$ cat src/rtl/wb_mem_responder.sv
// Wishbone classic slave in front of a one-cycle-latency SRAM macro.
// Define WB_RESP_ERR_EN to add wb_err_o and out-of-range address checking.
module wb_mem_responder #(
    parameter int VIRTUAL_ADDR_LEN = 32,
    parameter int WB_DATA_LEN      = 32,
    parameter int MEM_ADDR_LEN     = 8,
    parameter int WAIT_CYCLES      = 0
) (
    input  logic                        clk,
    input  logic                        rstn,
    input  logic                        wb_cyc_i,
    input  logic                        wb_stb_i,
    input  logic                        wb_we_i,
    input  logic [VIRTUAL_ADDR_LEN-1:0] wb_adr_i,
    input  logic [WB_DATA_LEN-1:0]      wb_dat_i,
    input  logic [3:0]                  wb_sel_i,
    output logic                        wb_ack_o,
    output logic [WB_DATA_LEN-1:0]      wb_dat_o,
`ifdef WB_RESP_ERR_EN
    output logic                        wb_err_o,
`endif
    output logic                        mem_csb_o,
    output logic                        mem_web_o,
    output logic [3:0]                  mem_wmask_o,
    output logic [MEM_ADDR_LEN-1:0]     mem_addr_o,
    output logic [31:0]                 mem_din_o,
    input  logic [31:0]                 mem_dout_i
);

    typedef enum logic [1:0] {
        IDLE,
        ACCESS,
        WAIT,
        RESP
    } state_t;

    localparam logic [3:0] WAIT_LOAD =
        (WAIT_CYCLES > 0) ? 4'(WAIT_CYCLES - 1) : 4'd0;

    state_t      state;
    logic [3:0]  cnt;
    logic [31:0] rd_q;
    logic        we_q;
    logic        err_q;

    logic        accept;
    logic        adr_hi;
    logic        bad;
    logic        go;
    logic        resp_now;
    logic [31:0] resp_data;
    logic        unused_adr;

    assign accept = rstn && (state == IDLE) && wb_cyc_i && wb_stb_i && !wb_ack_o;
    assign adr_hi = |(wb_adr_i >> (MEM_ADDR_LEN + 2));
    assign unused_adr = ^wb_adr_i[1:0] ^ adr_hi;

`ifdef WB_RESP_ERR_EN
    assign bad = adr_hi;
`else
    assign bad = 1'b0;
`endif

    // The SRAM sees the request combinationally in the accept cycle only.
    assign go          = accept && !bad;
    assign mem_csb_o   = !go;
    assign mem_web_o   = !(go && wb_we_i);
    assign mem_wmask_o = (go && wb_we_i) ? wb_sel_i : 4'b0;
    assign mem_addr_o  = go ? wb_adr_i[MEM_ADDR_LEN+1:2] : '0;
    assign mem_din_o   = (go && wb_we_i) ? wb_dat_i : 32'd0;

    always_comb begin
        resp_now  = 1'b0;
        resp_data = rd_q;
        if (wb_cyc_i) begin
            if (state == ACCESS && WAIT_CYCLES == 0) begin
                resp_now = 1'b1;
                if (!we_q && !err_q)
                    resp_data = mem_dout_i;
            end else if (state == WAIT && cnt == 4'd0) begin
                resp_now = 1'b1;
            end
        end
    end

    always_ff @(posedge clk) begin
        if (!rstn) begin
            state    <= IDLE;
            cnt      <= 4'd0;
            rd_q     <= 32'd0;
            we_q     <= 1'b0;
            err_q    <= 1'b0;
            wb_ack_o <= 1'b0;
            wb_dat_o <= '0;
`ifdef WB_RESP_ERR_EN
            wb_err_o <= 1'b0;
`endif
        end else begin
            wb_ack_o <= resp_now && !err_q;
            wb_dat_o <= (resp_now && !err_q) ? resp_data : '0;
`ifdef WB_RESP_ERR_EN
            wb_err_o <= resp_now && err_q;
`endif
            unique case (state)
                IDLE: begin
                    if (accept) begin
                        we_q  <= wb_we_i;
                        err_q <= bad;
                        state <= ACCESS;
                    end
                end
                ACCESS: begin
                    if (!wb_cyc_i) begin
                        state <= IDLE;
                    end else begin
                        if (!we_q && !err_q)
                            rd_q <= mem_dout_i;
                        if (WAIT_CYCLES > 0) begin
                            cnt   <= WAIT_LOAD;
                            state <= WAIT;
                        end else begin
                            state <= RESP;
                        end
                    end
                end
                WAIT: begin
                    if (!wb_cyc_i)
                        state <= IDLE;
                    else if (cnt == 4'd0)
                        state <= RESP;
                    else
                        cnt <= cnt - 4'd1;
                end
                RESP: state <= IDLE;
                default: state <= IDLE;
            endcase
        end
    end

endmodule

$ cat config.mk
export PLATFORM = sky130hd
export DESIGN_NAME = wb_mem_responder
export DESIGN_NICKNAME = d
export VERILOG_FILES = /design/src/rtl/wb_mem_responder.sv
export SDC_FILE = /design/constraint.sdc
export NUM_CORES = 1
export LEC_CHECK = 0
export CAP_MARGIN = 20
export CORE_UTILIZATION = 38
export DETAILED_ROUTE_END_ITERATION = 10
export PLACE_DENSITY = 0.91
export SLEW_MARGIN = 20
export SYNTH_ARGS = -nofsm -noshare
export SYNTH_HDL_FRONTEND = slang
export SYNTH_SLANG_ARGS = --single-unit
$ cat constraint.sdc
create_clock -name clk -period 3.5 [get_ports clk]
set_input_delay 0.7 -clock clk [delete_from_list [all_inputs] [get_ports clk]]
set_output_delay 0.7 -clock clk [all_outputs]
set_load 0.02 [all_outputs]
Word level (Yosys, flattened, before mapping)
Index checks and enable logic that the tools add are counted.

Add/sub/neg operators: 1. Eq/ne operators: 5. Mux-type cells: 14. Bitwise logic cells: 1. Reduce and logical (&&, ||, !) cells: 16.

Operator list (number): $mux 32 (4); $mux 2 (4); $mux 8 (1); $pmux 2 s4 (1); $reduce_and 2->1 (4); $logic_and 1x1->1 (6); $eq 2x2->1 const B (2); $logic_not 4->1 (1); $mux 4 (1); $sub 4x1->4 const B (1); $logic_not 1->1 (3); $mux 1 (3); $ne 3x2->1 const B (1); $reduce_and 3->1 (1); $eq 2x1->1 const B (1); $logic_not 2->1 (1); $ne 2x2->1 const B (1); $not 1->1 (1).

Register bits after elaboration: 72. Input bits: 105. Word-level logic and storage cells: 43.

Longest topological paths before layout
Gate-level depths: netlist of run 1.

Depth in word-level cells: 7. Gate-level depth with buffers: 7.

Worst setup path after synthesis of run 1
OpenSTA, ideal clock, no wires.

Path kind: input port to output port. Start point: input port rstn. End point: output port mem_din_o[12]. Data arrival time: 1.591 ns. Path slack: 1.209 ns. Stages: 5. Buffers on the path: 2. Cells stage by stage: and4b_1 and3_1 buf_6 clkbuf_2 and2_1.

Longest elaborated chain between the ends: 6.

Ends and longest elaborated chain: start: declaration (RTL line 10) `input logic rstn,`; $logic_and 1x1->1 (4 in a row) (RTL line 54) `assign accept = rstn && (state == IDLE) && wb_cyc_i && wb_stb_i && !wb_ack_o;`; $logic_and 1x1->1 (RTL line 70) `assign mem_din_o = (go && wb_we_i) ? wb_dat_i : 32'd0;`; $mux 32 (RTL line 70); end: declaration (RTL line 26) `output logic [31:0] mem_din_o,`.

No other way between the ends.

Worst setup path in the final report of run 1
Start point: input port wb_cyc_i. End point: output port mem_din_o[25].

Longest elaborated chain between the ends: 5.

Ends and longest elaborated chain: start: declaration (RTL line 11) `input logic wb_cyc_i,`; $logic_and 1x1->1 (3 in a row) (RTL line 54); $logic_and 1x1->1 (RTL line 70); $mux 32 (RTL line 70).

No other way between the ends.

==> qor.yml, run 1 <==
run_status: "finished clean"
regToRegSetupSlack_ns: 1.61
cap_violations: 0
dp_hpwl_um: 5440
clock_sinks: 72
p_seq_share_pct: 40.6
numCtsBuffers: 9
grt_pass1_wl_um: 11100
avgSynthCellArea_um2: 9.86
gr-total-overflow: 0
cts_tree: "done"
ys_ff_latch: 72
num_rows: 30
drt_pre_antenna_iters: 4
synth_edf_count: 0
core_mm2: 0.00687
area_growth_pct: 71.8
cp-start-kind: "input port"
crit_arrival_ns: 2.56
fp.dieArea_mm2: 0.00755
ir_worst_vdd_v: 0.000433
hold_viol: 0
finalWeightedCongestion: 0.712
drive_gt1_share_pct: 10.4
r2r-end: "wb_dat_o[11]$_SDFF_PN0_"
grt_pass1_vias: 2402
min_to: "rd_q[16]$_SDFFE_PN0P_"
grt_usage_pct: 19.4
drtAntennaViolNets: 0
layout.nets: 546
cp_num_buf_inv: 3
p_leak_nw: 2.01
comb_power_share_pct: 21.1
cts-root-buf: "clkbuf_8"
worstPathRequired_ns: 2.80
ctsHoldBuffers: 0
path_cells: "clkdlybuf4s50_1 > and4b_1 > and3_1 > buf_12 > and2_1 > clkdlybuf4s50_1"
drt_iter0_drc: 93
period_needed_ns: 3.26
crit_type: "input port to output pin"
clkTransAtPathRegs_ns: 0.08
syn_area_mm2: 0.00274
synthArstFlopShare_pct: 0
post_drt_wl_per_cell_um: 13.4
ios: 184
dieWidth_um: 86.9
final_util_pct: 68.5
slew_violations: 0
post_cts_buffers: 0
max_freq_mhz: 307
yosysWarnings: 0
worst_path_max_delay_cell: "clkdlybuf4s50_1"
start_util_pct: 39.9
min_delay_path_depth: 2
reg2reg_depth: 6
worstSetupEndpointType: "output pin"
synthCells: 278
pwr-share-clk_pct: 38.3
hold_path.class: "flip-flop to flip-flop"
seq_area_frac_synth_pct: 52.6
synthesis.nets: 388
diodes: 0
r2r_start: "state[1]$_SDFFE_PN0P_"
clock_latency_ns: 0.33
post_cts_resized: 0
num_vias: 2461
crit_top_cell: "clkdlybuf4s50_1"
finalCritPeriodShare_pct: 93.2
tns_ns: 0
clockBufferDepth: 2
worst_path_largest_cell_delay_ns: 0.62
tightest_slew_ns: 0.558
p_switching_mw: 0.557
ys.flop_type: "dfxtp_1"
cp_max_fo: 37
worstHoldStart: "rd_q[16]$_SDFFE_PN0P_"
setup_viol: 0
die_h_um: 86.9
internal_power_mw: 1.68
viasPerCell: 4.58
cts_max_level: 3
rsz0062_at_grt: "false"
grt_max_degree: 38
drc: 0
crit_family: "buffers and inverters"
totalWireLength_um: 7190
synth_cell_type_count: 31
p_sw_share_pct: 25.0
port_buffers: 159
antenna_found_initial: 0
p_per_area_mw_per_mm2: 474
fin_skew_ns: 0.0100
slew_headroom_pct: 62.7
==> layout make-up <==
| cell class | instances | area [um^2] |
|---|---|---|
| Clock buffer | 10 | 128 |
| Clock inverter | 6 | 138 |
| Fill cell | 515 | 2160 |
| Inverter | 8 | 30.0 |
| Multi-Input combinational cell | 178 | 1170 |
| Sequential cell | 72 | 1440 |
| Tap cell | 96 | 120 |
| Timing Repair Buffer | 167 | 1680 |
==> cell usage in the layout, fill, tap and decap left out, drive strengths merged, types with 3 or more instances in the layout <==
master,instances
o21ai,5
or3,3
buf,8
nor2,35
clkbuf,10
a21oi,3
nand2,3
nor3,32
bufinv,4
dfxtp,72
inv,10
clkdlybuf4s50,159
ha,5
mux2i,34
and2,38
and3,9
==> worst reg2reg max path, cell delays in order (launching register included) <==
cell	delay [ns]
dfxtp_1	0.38
inv_1	0.07
ha_1	0.20
nand3b_1	0.42
buf_12	0.29
mux2i_1	0.30
nor3_1	0.09
==> registers in the layout, summed over array words and instances, names as in the netlist <==
signal and flops:
we_q 1, wb_dat_o 32, cnt 4, wb_ack_o 1, state 2, rd_q 32
==> routing by layer <==
metal  global-route usage (%)  part of all wire, %  up-vias  routed length (um)
met5                        0                    0        -                   0
li1                         -                    -     1238                   -
met3                     9.10                   12        6                 838
met2                     35.7                   52      112                3730
met1                     19.2                   36     1105                2570
met4                     5.91                 0.71        0                  51
==> cell families after synthesis <==
| group | count (synthesis) | share of synthesized area [%] |
|---|---|---|
| AOI/OAI and AO/OA | 12 | 2.56 |
| xor gates and xnor gates | 1 | 0.320 |
| adders and majority gates | 5 | 2.28 |
| buffers and inverters | 28 | 4.66 |
| DFF | 72 | 52.6 |
| muxes | 34 | 12.4 |
| and+or+nand+nor | 126 | 25.2 |
==> power by group through the flow <==
stage          Sequential (mW)  Combinational [mW]  Clock (mW)
2_1_floorplan            0.933               0.258           0
3_3_place_gp             0.922               0.459           0
3_5_place_dp             0.927               0.476           0
4_1_cts                  0.908               0.478       0.870
5_1_grt                  0.913               0.514       0.913
6_report                 0.906               0.471       0.855
==> cell usage after synthesis, types with 2 or more instances <==
cell type / count / area, um^2
inv_1: 7 / 26.3
and2_2: 21 / 158
nor3_1: 32 / 160
buf_4: 3 / 22.5
o21ai_0: 4 / 20.0
and2_1: 17 / 106
mux2i_1: 34 / 340
dfxtp_1: 72 / 1440
a21oi_1: 3 / 15.0
clkbuf_1: 13 / 48.8
nand2_1: 3 / 11.3
clkbuf_2: 2 / 10.0
nor2_1: 35 / 131
and3_1: 9 / 56.3
ha_1: 5 / 62.6
or3_1: 3 / 18.8
==> per-stage QoR <==
stage / setup WS, ns / total power, mW / cells / hold slack [ns] / instance area (um^2)
2_1_floorplan: 1.21 / 1.19 / 278 / 0.459 / 2740
3_3_place_gp: 0.254 / 1.38 / 521 / 0.471 / 4440
3_5_place_dp: 0.222 / 1.40 / 521 / 0.481 / 4440
4_1_cts: 0.222 / 2.26 / 537 / 0.498 / 4710
5_1_grt: 0.128 / 2.34 / 537 / 0.526 / 4710
6_report: 0.237 / 2.23 / 537 / 0.493 / 4710
==> how the worst max path moves through the flow <==
stage	cells past startpoint	slack (ns)	endpoint	start
floorplan	5	1.21	mem_din_o[12]	rstn
global placement	6	0.25	mem_din_o[14]	wb_cyc_i
detailed placement	6	0.22	mem_din_o[25]	wb_cyc_i
CTS	6	0.22	mem_din_o[14]	wb_cyc_i
global route	6	0.13	mem_din_o[25]	wb_cyc_i
finish	6	0.24	mem_din_o[25]	wb_cyc_i
(Power assumes the default switching activity.)
==> run 2: changes to the inputs <==
Settings changed: CORE_ASPECT_RATIO from default to 1.1, CORE_MARGIN from default to 2.
==> qor.yml, run 2 (same netlist as run 1, synthesis figures left out) <==
drc: 0  # unchanged
nFillCells: 557  # +8.2%
num_rows: 32  # +6.7%
drt_pre_antenna_iters: 4  # unchanged
core_mm2: 0.00701  # +2.0%
slew_violations: 0  # unchanged
dieWidth_um: 85.0  # -2.2%
clockBufferDepth: 2  # unchanged
num_vias: 2525  # +2.6%
port_buffers: 159  # unchanged
finalCritPeriodShare_pct: 93.4  # +0.16 points
area_growth_pct: 69.5
ctsHoldBuffers: 0  # unchanged
slew_headroom_pct: 57.9  # -4.8 points
crit_type: "input port to output pin"
clock_latency_ns: 0.33  # about the same
start_util_pct: 39.1  # -0.78 points
cp_max_fo: 29  # -22%
reg_top3: "rd_q x32, wb_dat_o x32, cnt x4"
dp_hpwl_um: 5770  # +6.1%
diodes: 0  # unchanged
drt_iter0_drc: 36  # -61%
p_sw_share_pct: 26.3  # +1.3 points
antenna_found_initial: 0  # unchanged
crit_arrival_ns: 2.57  # about the same
run_status: "finished clean"
die_h_um: 93.1  # +7.1%
worstSetupEndpointType: "output pin"
grt_use_met1_pct: 18.6  # -0.53 points
reg2reg_depth: 6  # unchanged
fp.dieArea_mm2: 0.00791  # +4.7%
clkTransAtPathRegs_ns: 0.07  # about the same
pwr-share-clk_pct: 34.1  # -4.2 points
tightest_slew_ns: 0.630  # +0.0718 ns
setup_viol: 0  # unchanged
p_per_area_mw_per_mm2: 449  # -5.3%
internal_power_mw: 1.54  # -8.2%
top_usage_layer: "met2"
gr-total-overflow: 0  # unchanged
use_met2_pct: 36.5  # +0.80 points
post_cts_resized: 0  # unchanged
cts_tree: "done"
regToRegSetupSlack_ns: 1.56  # -0.05 ns
cts-root-buf: "clkbuf_8"
p_seq_share_pct: 43.5  # +2.9 points
period_needed_ns: 3.27  # +0.00564 ns
p_leak_nw: 1.99  # -1.0%
ios: 184  # unchanged
clock_sinks: 72  # unchanged
multi_input_area_mm2: 0.00117  # unchanged
post_drt_wl_per_cell_um: 14.1  # +5.4%
hold_viol: 0  # unchanged
grt_pass1_vias: 2487  # +3.5%
rsz0062_at_grt: "false"
layout.nets: 547  # +0.18%
grt_max_degree: 37  # -2.6%
comb_power_share_pct: 22.4  # +1.3 points
regArea_mm2: 0.00144  # unchanged
fin_skew_ns: 0.00525  # -0.00480 ns
p_switching_mw: 0.548  # -1.6%
min_delay_path_depth: 2  # unchanged
cap_violations: 0  # unchanged
totalWireLength_um: 7440  # +3.4%
final_util_pct: 66.3  # -2.3 points
cts_max_level: 3  # unchanged
worstPathRequired_ns: 2.80  # about the same
drtAntennaViolNets: 0  # unchanged
grt_usage_pct: 18.7  # -0.72 points
layout_common_cells: "clkdlybuf4s50_1, dfxtp_1, nor2_1, mux2i_1, nor3_1"
max_freq_mhz: 306  # -0.17%
grt_pass1_wl_um: 11700  # +4.6%
dp_slack_ns: 0.217  # -0.00470 ns
viasPerCell: 4.79  # +4.5%
use_met3_pct: 6.35  # -2.7 points
numCtsBuffers: 9  # unchanged
tns_ns: 0  # unchanged
setup_ws_ns: 0.232  # -0.00564 ns
ir_worst_vdd_v: 0.000389  # -10%
drive_gt1_share_pct: 10.9  # +0.43 points
post_cts_buffers: 0  # unchanged
mostFrequentLayoutCell: "clkdlybuf4s50_1"
finalWeightedCongestion: 0.820  # +15%
hold_path.class: "flip-flop to flip-flop"
cp-start-kind: "input port"
run 2: per-layer routing:
| layer | up-vias | wire [um] |
|---|---|---|
| met3 | 4 | 577 |
| li1 | 1240 | - |
| met4 | 0 | 46 |
| met2 | 103 | 4140 |
| met1 | 1178 | 2670 |
| met5 | - | 0 |
run 2: metrics by stage:
| step | total power, mW | hold slack (ns) | instances | cell area (um^2) |
|---|---|---|---|---|
| 2_1_floorplan | 1.19 | 0.459 | 278 | 2740 |
| 3_3_place_gp | 1.38 | 0.470 | 511 | 4420 |
| 3_5_place_dp | 1.40 | 0.479 | 511 | 4420 |
| 4_1_cts | 2.11 | 0.499 | 527 | 4640 |
| 5_1_grt | 2.19 | 0.524 | 527 | 4640 |
| 6_report | 2.09 | 0.493 | 527 | 4640 |
run 2: worst paths after layout:
path | startpoint | to
max | rstn | mem_din_o[2]
min | rd_q[25]$_SDFFE_PN0P_ | rd_q[25]$_SDFFE_PN0P_
max reg2reg | state[0]$_SDFFE_PN0P_ | wb_dat_o[21]$_SDFF_PN0_
min reg2reg | rd_q[25]$_SDFFE_PN0P_ | rd_q[25]$_SDFFE_PN0P_
run 2: critical path: stages:
cell and delay [ns]:
clkdlybuf4s50_1 0.48, and4b_1 0.24, and3_1 0.23, buf_12 0.16, and2_2 0.14, clkdlybuf4s50_1 0.61
run 2: power groups by stage:
stage / sequential, mW / clock, mW / combinational, mW
floorplan: 0.933 / 0 / 0.258
global placement: 0.922 / 0 / 0.457
detailed placement: 0.928 / 0 / 0.471
CTS: 0.909 / 0.729 / 0.473
global route: 0.915 / 0.768 / 0.510
finish: 0.908 / 0.711 / 0.468
run 2: cell type report:
class	instances	area share [%]
Clock buffer	10	2.96
Clock inverter	6	1.78
Inverter	8	0.647
Multi-Input combinational cell	178	25.3
Sequential cell	72	31.0
Tap cell	85	2.29
Timing Repair Buffer	168	36.0
==> run 3: changes to the inputs <==
Settings changed: CORE_MARGIN 2 to 5, CTS_BUF_LIST from default to sky130_fd_sc_hd__clkbuf_16.
==> qor.yml, run 3 (same netlist as run 1, synthesis figures left out) <==
port_buffers: 159  # unchanged
reg2reg_depth: 6  # unchanged
p_per_area_mw_per_mm2: 475  # +5.7%
finalCritPeriodShare_pct: 93.7  # +0.29 points
worstHoldStart: "rd_q[10]$_SDFFE_PN0P_"
setup_ws_ns: 0.222  # -0.0100 ns
grt_pass1_vias: 2563  # +3.1%
design_area_mm2: 0.00471  # +1.4%
pwr-share-clk_pct: 38.3  # +4.2 points
num_rows: 32  # unchanged
drc: 0  # unchanged
placed_area_mm2: 0.00442  # about the same
grt_usage_pct: 18.2  # -0.43 points
max_freq_mhz: 305  # -0.31%
worstPathRequired_ns: 2.80  # about the same
cp-start-kind: "input port"
antenna_found_initial: 0  # unchanged
clkTransAtPathRegs_ns: 0.05  # -0.02 ns
ir_worst_vdd_v: 0.000379  # -2.6%
slew_headroom_pct: 60.8  # +2.9 points
clock_latency_ns: 0.32  # about the same
totalWireLength_um: 8380  # +13%
crit_type: "input port to output pin"
ctsHoldBuffers: 0  # unchanged
tns_ns: 0  # unchanged
clock_sinks: 72  # unchanged
regToRegSetupSlack_ns: 1.73  # +0.17 ns
period_needed_ns: 3.28  # +0.0100 ns
r2r-end: "wb_dat_o[22]$_SDFF_PN0_"
post_cts_resized: 0  # unchanged
p_leak_nw: 2.01  # +0.94%
cp_max_fo: 37  # +28%
viasPerCell: 4.82  # +0.70%
numCtsBuffers: 9  # unchanged
dieWidth_um: 91.0  # +7.1%
grt_pass1_wl_um: 13000  # +11%
slew_violations: 0  # unchanged
fin_skew_ns: 0.00505  # -0.000198 ns
final_util_pct: 67.2  # +0.93 points
p_sw_share_pct: 25.5  # -0.75 points
ios: 184  # unchanged
area_growth_pct: 71.9
drtAntennaViolNets: 0  # unchanged
core_mm2: 0.00701  # unchanged
p_switching_mw: 0.571  # +4.1%
dp_slack_ns: 0.207  # -0.0105 ns
fp.dieArea_mm2: 0.00901  # +14%
grt_max_degree: 42  # +14%
comb_power_share_pct: 21.1  # -1.3 points
min_to: "rd_q[10]$_SDFFE_PN0P_"
num_vias: 2533  # +0.32%
setup_viol: 0  # unchanged
hold_viol: 0  # unchanged
cts-root-buf: "clkbuf_16"
whs_ns: 0.488  # -0.00455 ns
drt_pre_antenna_iters: 4  # unchanged
gr-total-overflow: 0  # unchanged
finalWeightedCongestion: 0.859  # +4.7%
reg_top3: "rd_q x32, wb_dat_o x32, cnt x4"
layout_common_cells: "clkdlybuf4s50_1, dfxtp_1, nor2_1, mux2i_1, nor3_1"
die_h_um: 99.1  # +6.4%
worstSetupEndpointType: "output pin"
internal_power_mw: 1.67  # +8.3%
post_cts_buffers: 0  # unchanged
drive_gt1_share_pct: 10.0  # -0.86 points
mostFrequentLayoutCell: "clkdlybuf4s50_1"
dp_hpwl_um: 6520  # +13%
power_mw: 2.24  # +7.2%
diodes: 0  # unchanged
cts_tree: "done"
final_cells: 525  # -0.38%
start_util_pct: 39.1  # unchanged
run_status: "finished clean"
hold_path.class: "flip-flop to flip-flop"
clockBufferDepth: 2  # unchanged
layout.nets: 545  # -0.37%
r2r_start: "state[1]$_SDFFE_PN0P_"
placedCellCount: 509  # -0.39%
p_seq_share_pct: 40.5  # -3.0 points
crit_arrival_ns: 2.58  # about the same
cap_violations: 0  # unchanged
tightest_slew_ns: 0.588  # -0.0418 ns
cts_max_level: 3  # unchanged
rsz0062_at_grt: "false"
post_drt_wl_per_cell_um: 16.0  # +13%
min_delay_path_depth: 2  # unchanged
drt_iter0_drc: 84  # +130%
-- run 3: how the worst max path moves through the flow --
| stage | to | from |
|---|---|---|
| after global placement | mem_din_o[2] | wb_stb_i |
| final | mem_din_o[18] | wb_cyc_i |
| after global routing | mem_din_o[2] | wb_cyc_i |
| after CTS | mem_din_o[30] | wb_cyc_i |
| after detailed placement | mem_din_o[30] | rstn |
| after floorplan | mem_din_o[12] | rstn |
-- run 3: power groups by stage --
stage / Combinational [mW] / Sequential, mW / Clock [mW]
2_1_floorplan: 0.258 / 0.933 / 0
3_3_place_gp: 0.463 / 0.922 / 0
3_5_place_dp: 0.476 / 0.925 / 0
4_1_cts: 0.478 / 0.908 / 0.883
5_1_grt: 0.517 / 0.914 / 0.923
6_report: 0.473 / 0.907 / 0.857
-- run 3: critical path: stages --
cell	delay [ns]
clkdlybuf4s50_1	0.48
and4b_1	0.21
and3_1	0.23
buf_12	0.18
and2_2	0.15
clkdlybuf4s50_1	0.62
-- run 3: layout make-up --
type / count / area, um^2
clock buffers: 9 / 225
fillers: 523 / 2300
repair buffers: 166 / 1670
well taps: 85 / 106
multi-input cells: 178 / 1170
inverters: 8 / 30.0
clock inverters: 7 / 62.6
flip-flops and latches: 72 / 1440
-- run 3: per-layer routing --
layer	vias up	wire length (um)	GRT usage (%)
li1	1237	-	-
met1	1174	2820	17.2
met2	114	4660	35.2
met3	8	777	7.18
met4	0	114	6.32
met5	-	0	0
==> variant, RTL diff (settings of run 2) <==
The 4 states of `state_t` get a one-hot encoding in 4 bits.
--- a/src/rtl/wb_mem_responder.sv
+++ b/src/rtl/wb_mem_responder.sv
@@ -27,11 +27,11 @@
     input  logic [31:0]                 mem_dout_i
 );
 
-    typedef enum logic [1:0] {
-        IDLE,
-        ACCESS,
-        WAIT,
-        RESP
+    typedef enum logic [3:0] {
+        IDLE   = 4'b0001,
+        ACCESS = 4'b0010,
+        WAIT   = 4'b0100,
+        RESP   = 4'b1000
     } state_t;
 
     localparam logic [3:0] WAIT_LOAD =
Check against the original RTL: no difference found for any inputs over 10 cycles, from zero or initial values and one cycle with rstn low; not proved beyond that.
==> variant against run 2 <==
- first-iteration DRC count increased by 39%
- wire length increased by 5.0%
- highest routed layer unchanged
- setup slack worse by 0.13 ns
- cell area down 0.81%
- area after synthesis is 0.96% lower
- critical endpoint is now mem_din_o[26]
- sequential share of layout area decreased by 1.1 points
- sequential cell count decreased by 3
Power is not compared: it rests on default switching activity, and its combinational part moved more than twofold at a synthesized area within 25%.
==> variant: results <==
metrics = {
    "grt": {
        "global_route_wire_length_before_repair_mm": 12.6,
        "vias_in_the_first_global_route": 2512,
        "grtUsageTotal": 0.205,
        "grt_max_degree": 40,
    },
    "logic_synthesis": {
        "fraction_of_the_yosys_area_taken_by_sequential_cells": 0.509,
        "yosys.cell_types.count": 23,
        "synth_area_per_cell_um2": 10.7,
        "synth.net_count": 359,
        "most_instantiated_cells_after_synthesis": "dfxtp_1, nand2_1, a22o_1",
        "synthTopCellsByArea": "dfxtp_1, a22o_1, o2bb2ai_1, and2_4, nand2_1",
    },
    "final_layout": {
        "fraction_of_final_layout_cells_sized_beyond_drive_strength_1": 0.127,
        "largest_regs": "rd_q x32, wb_dat_o x32, state x3",
        "final-instance-count-excl-fill": 502,
        "design.final.nets": 517,
    },
    "min_path": {
        "hold_path_class": "flop to flop",
    },
    "run_status": {
        "run_status": "finished clean",
    },
    "drt": {
        "drt-pass1-iter-count": 6,
        "wl_per_cell_um": 15.6,
        "detailedRoute.firstIterationViolations": 50,
    },
    "placement": {
        "globalplace.congestion": 0.748,
        "hpwlAfterDp_mm": 5.64,
        "count_of_buffers_inserted_at_the_top_level_ports": 159,
        "placedCellCount": 485,
        "placement.cell_area_um2": 4350,
        "dp_worst_setup_slack_ns": -0.0268,
    },
    "sta": {
        "worst_clk_skew_ns": 0.0113,
        "worstMarginPinSlew_ns": 0.401,
    },
    "worst_setup_path": {
        "timing.critical_path.fanout_max": 19,
    },
}
[variant: changes by cell type after synthesis, moves of 20 or more]
cell	before	now
nor3_1	32	2
and2_4	0	20
o2bb2ai_1	0	27
nor2_1	35	0
nand2_1	3	39
mux2i_1	34	5
a22o_1	0	32
and2_2	21	0
[variant: worst min-delay path, cell delays in order, from the launching register on]
cell and delay [ns]:
dfxtp_1 0.32, nand2_1 0.05, o2bb2ai_1 0.05
[variant: cell type report]
| cell class | count | area, um^2 |
|---|---|---|
| Clock buffer | 10 | 138 |
| Clock inverter | 6 | 93.8 |
| Fill cell | 556 | 2360 |
| Inverter | 4 | 15.0 |
| Multi-Input combinational cell | 160 | 1200 |
| Sequential cell | 69 | 1380 |
| Tap cell | 85 | 106 |
| Timing Repair Buffer | 168 | 1670 |
[variant: metal layers]
metal / wire (um) / global-route usage / part of all wire / up-vias
met2: 4230 / 0.381 / 0.54 / 99
met1: 3040 / 0.220 / 0.39 / 1200
met5: 0 / 0 / 0 / -
met3: 412 / 0.0446 / 0.053 / 10
met4: 121 / 0.0913 / 0.015 / 0
li1: - / - / - / 1209
[variant: cell families after synthesis]
family	Yosys count	share of synthesized area
compound gates	61	0.195
simple gates	93	0.220
flops	69	0.509
mux	5	0.0184
buf+inv	26	0.0572
[variant: path summary, 6_finish.rpt]
kind / start / endpoint / slack (ns) / cells past startpoint
worst max-delay path: wb_stb_i / mem_din_o[26] / 0.10 / 5
worst min-delay path: rd_q[21] / rd_q[21] / 0.45 / 2
worst max register to register: state[3] / wb_dat_o[15] / 2.06 / 3
worst min register to register: rd_q[21] / rd_q[21] / 0.45 / 2
[variant: repair_timing]
item,in CTS,in global routing
resized for setup,3,0
setup endpoints to repair,24,1
gates cloned,1,0
hold buffers,0,0
hold endpoints to repair,0,0
pin swaps,1,1
setup buffers,0,0
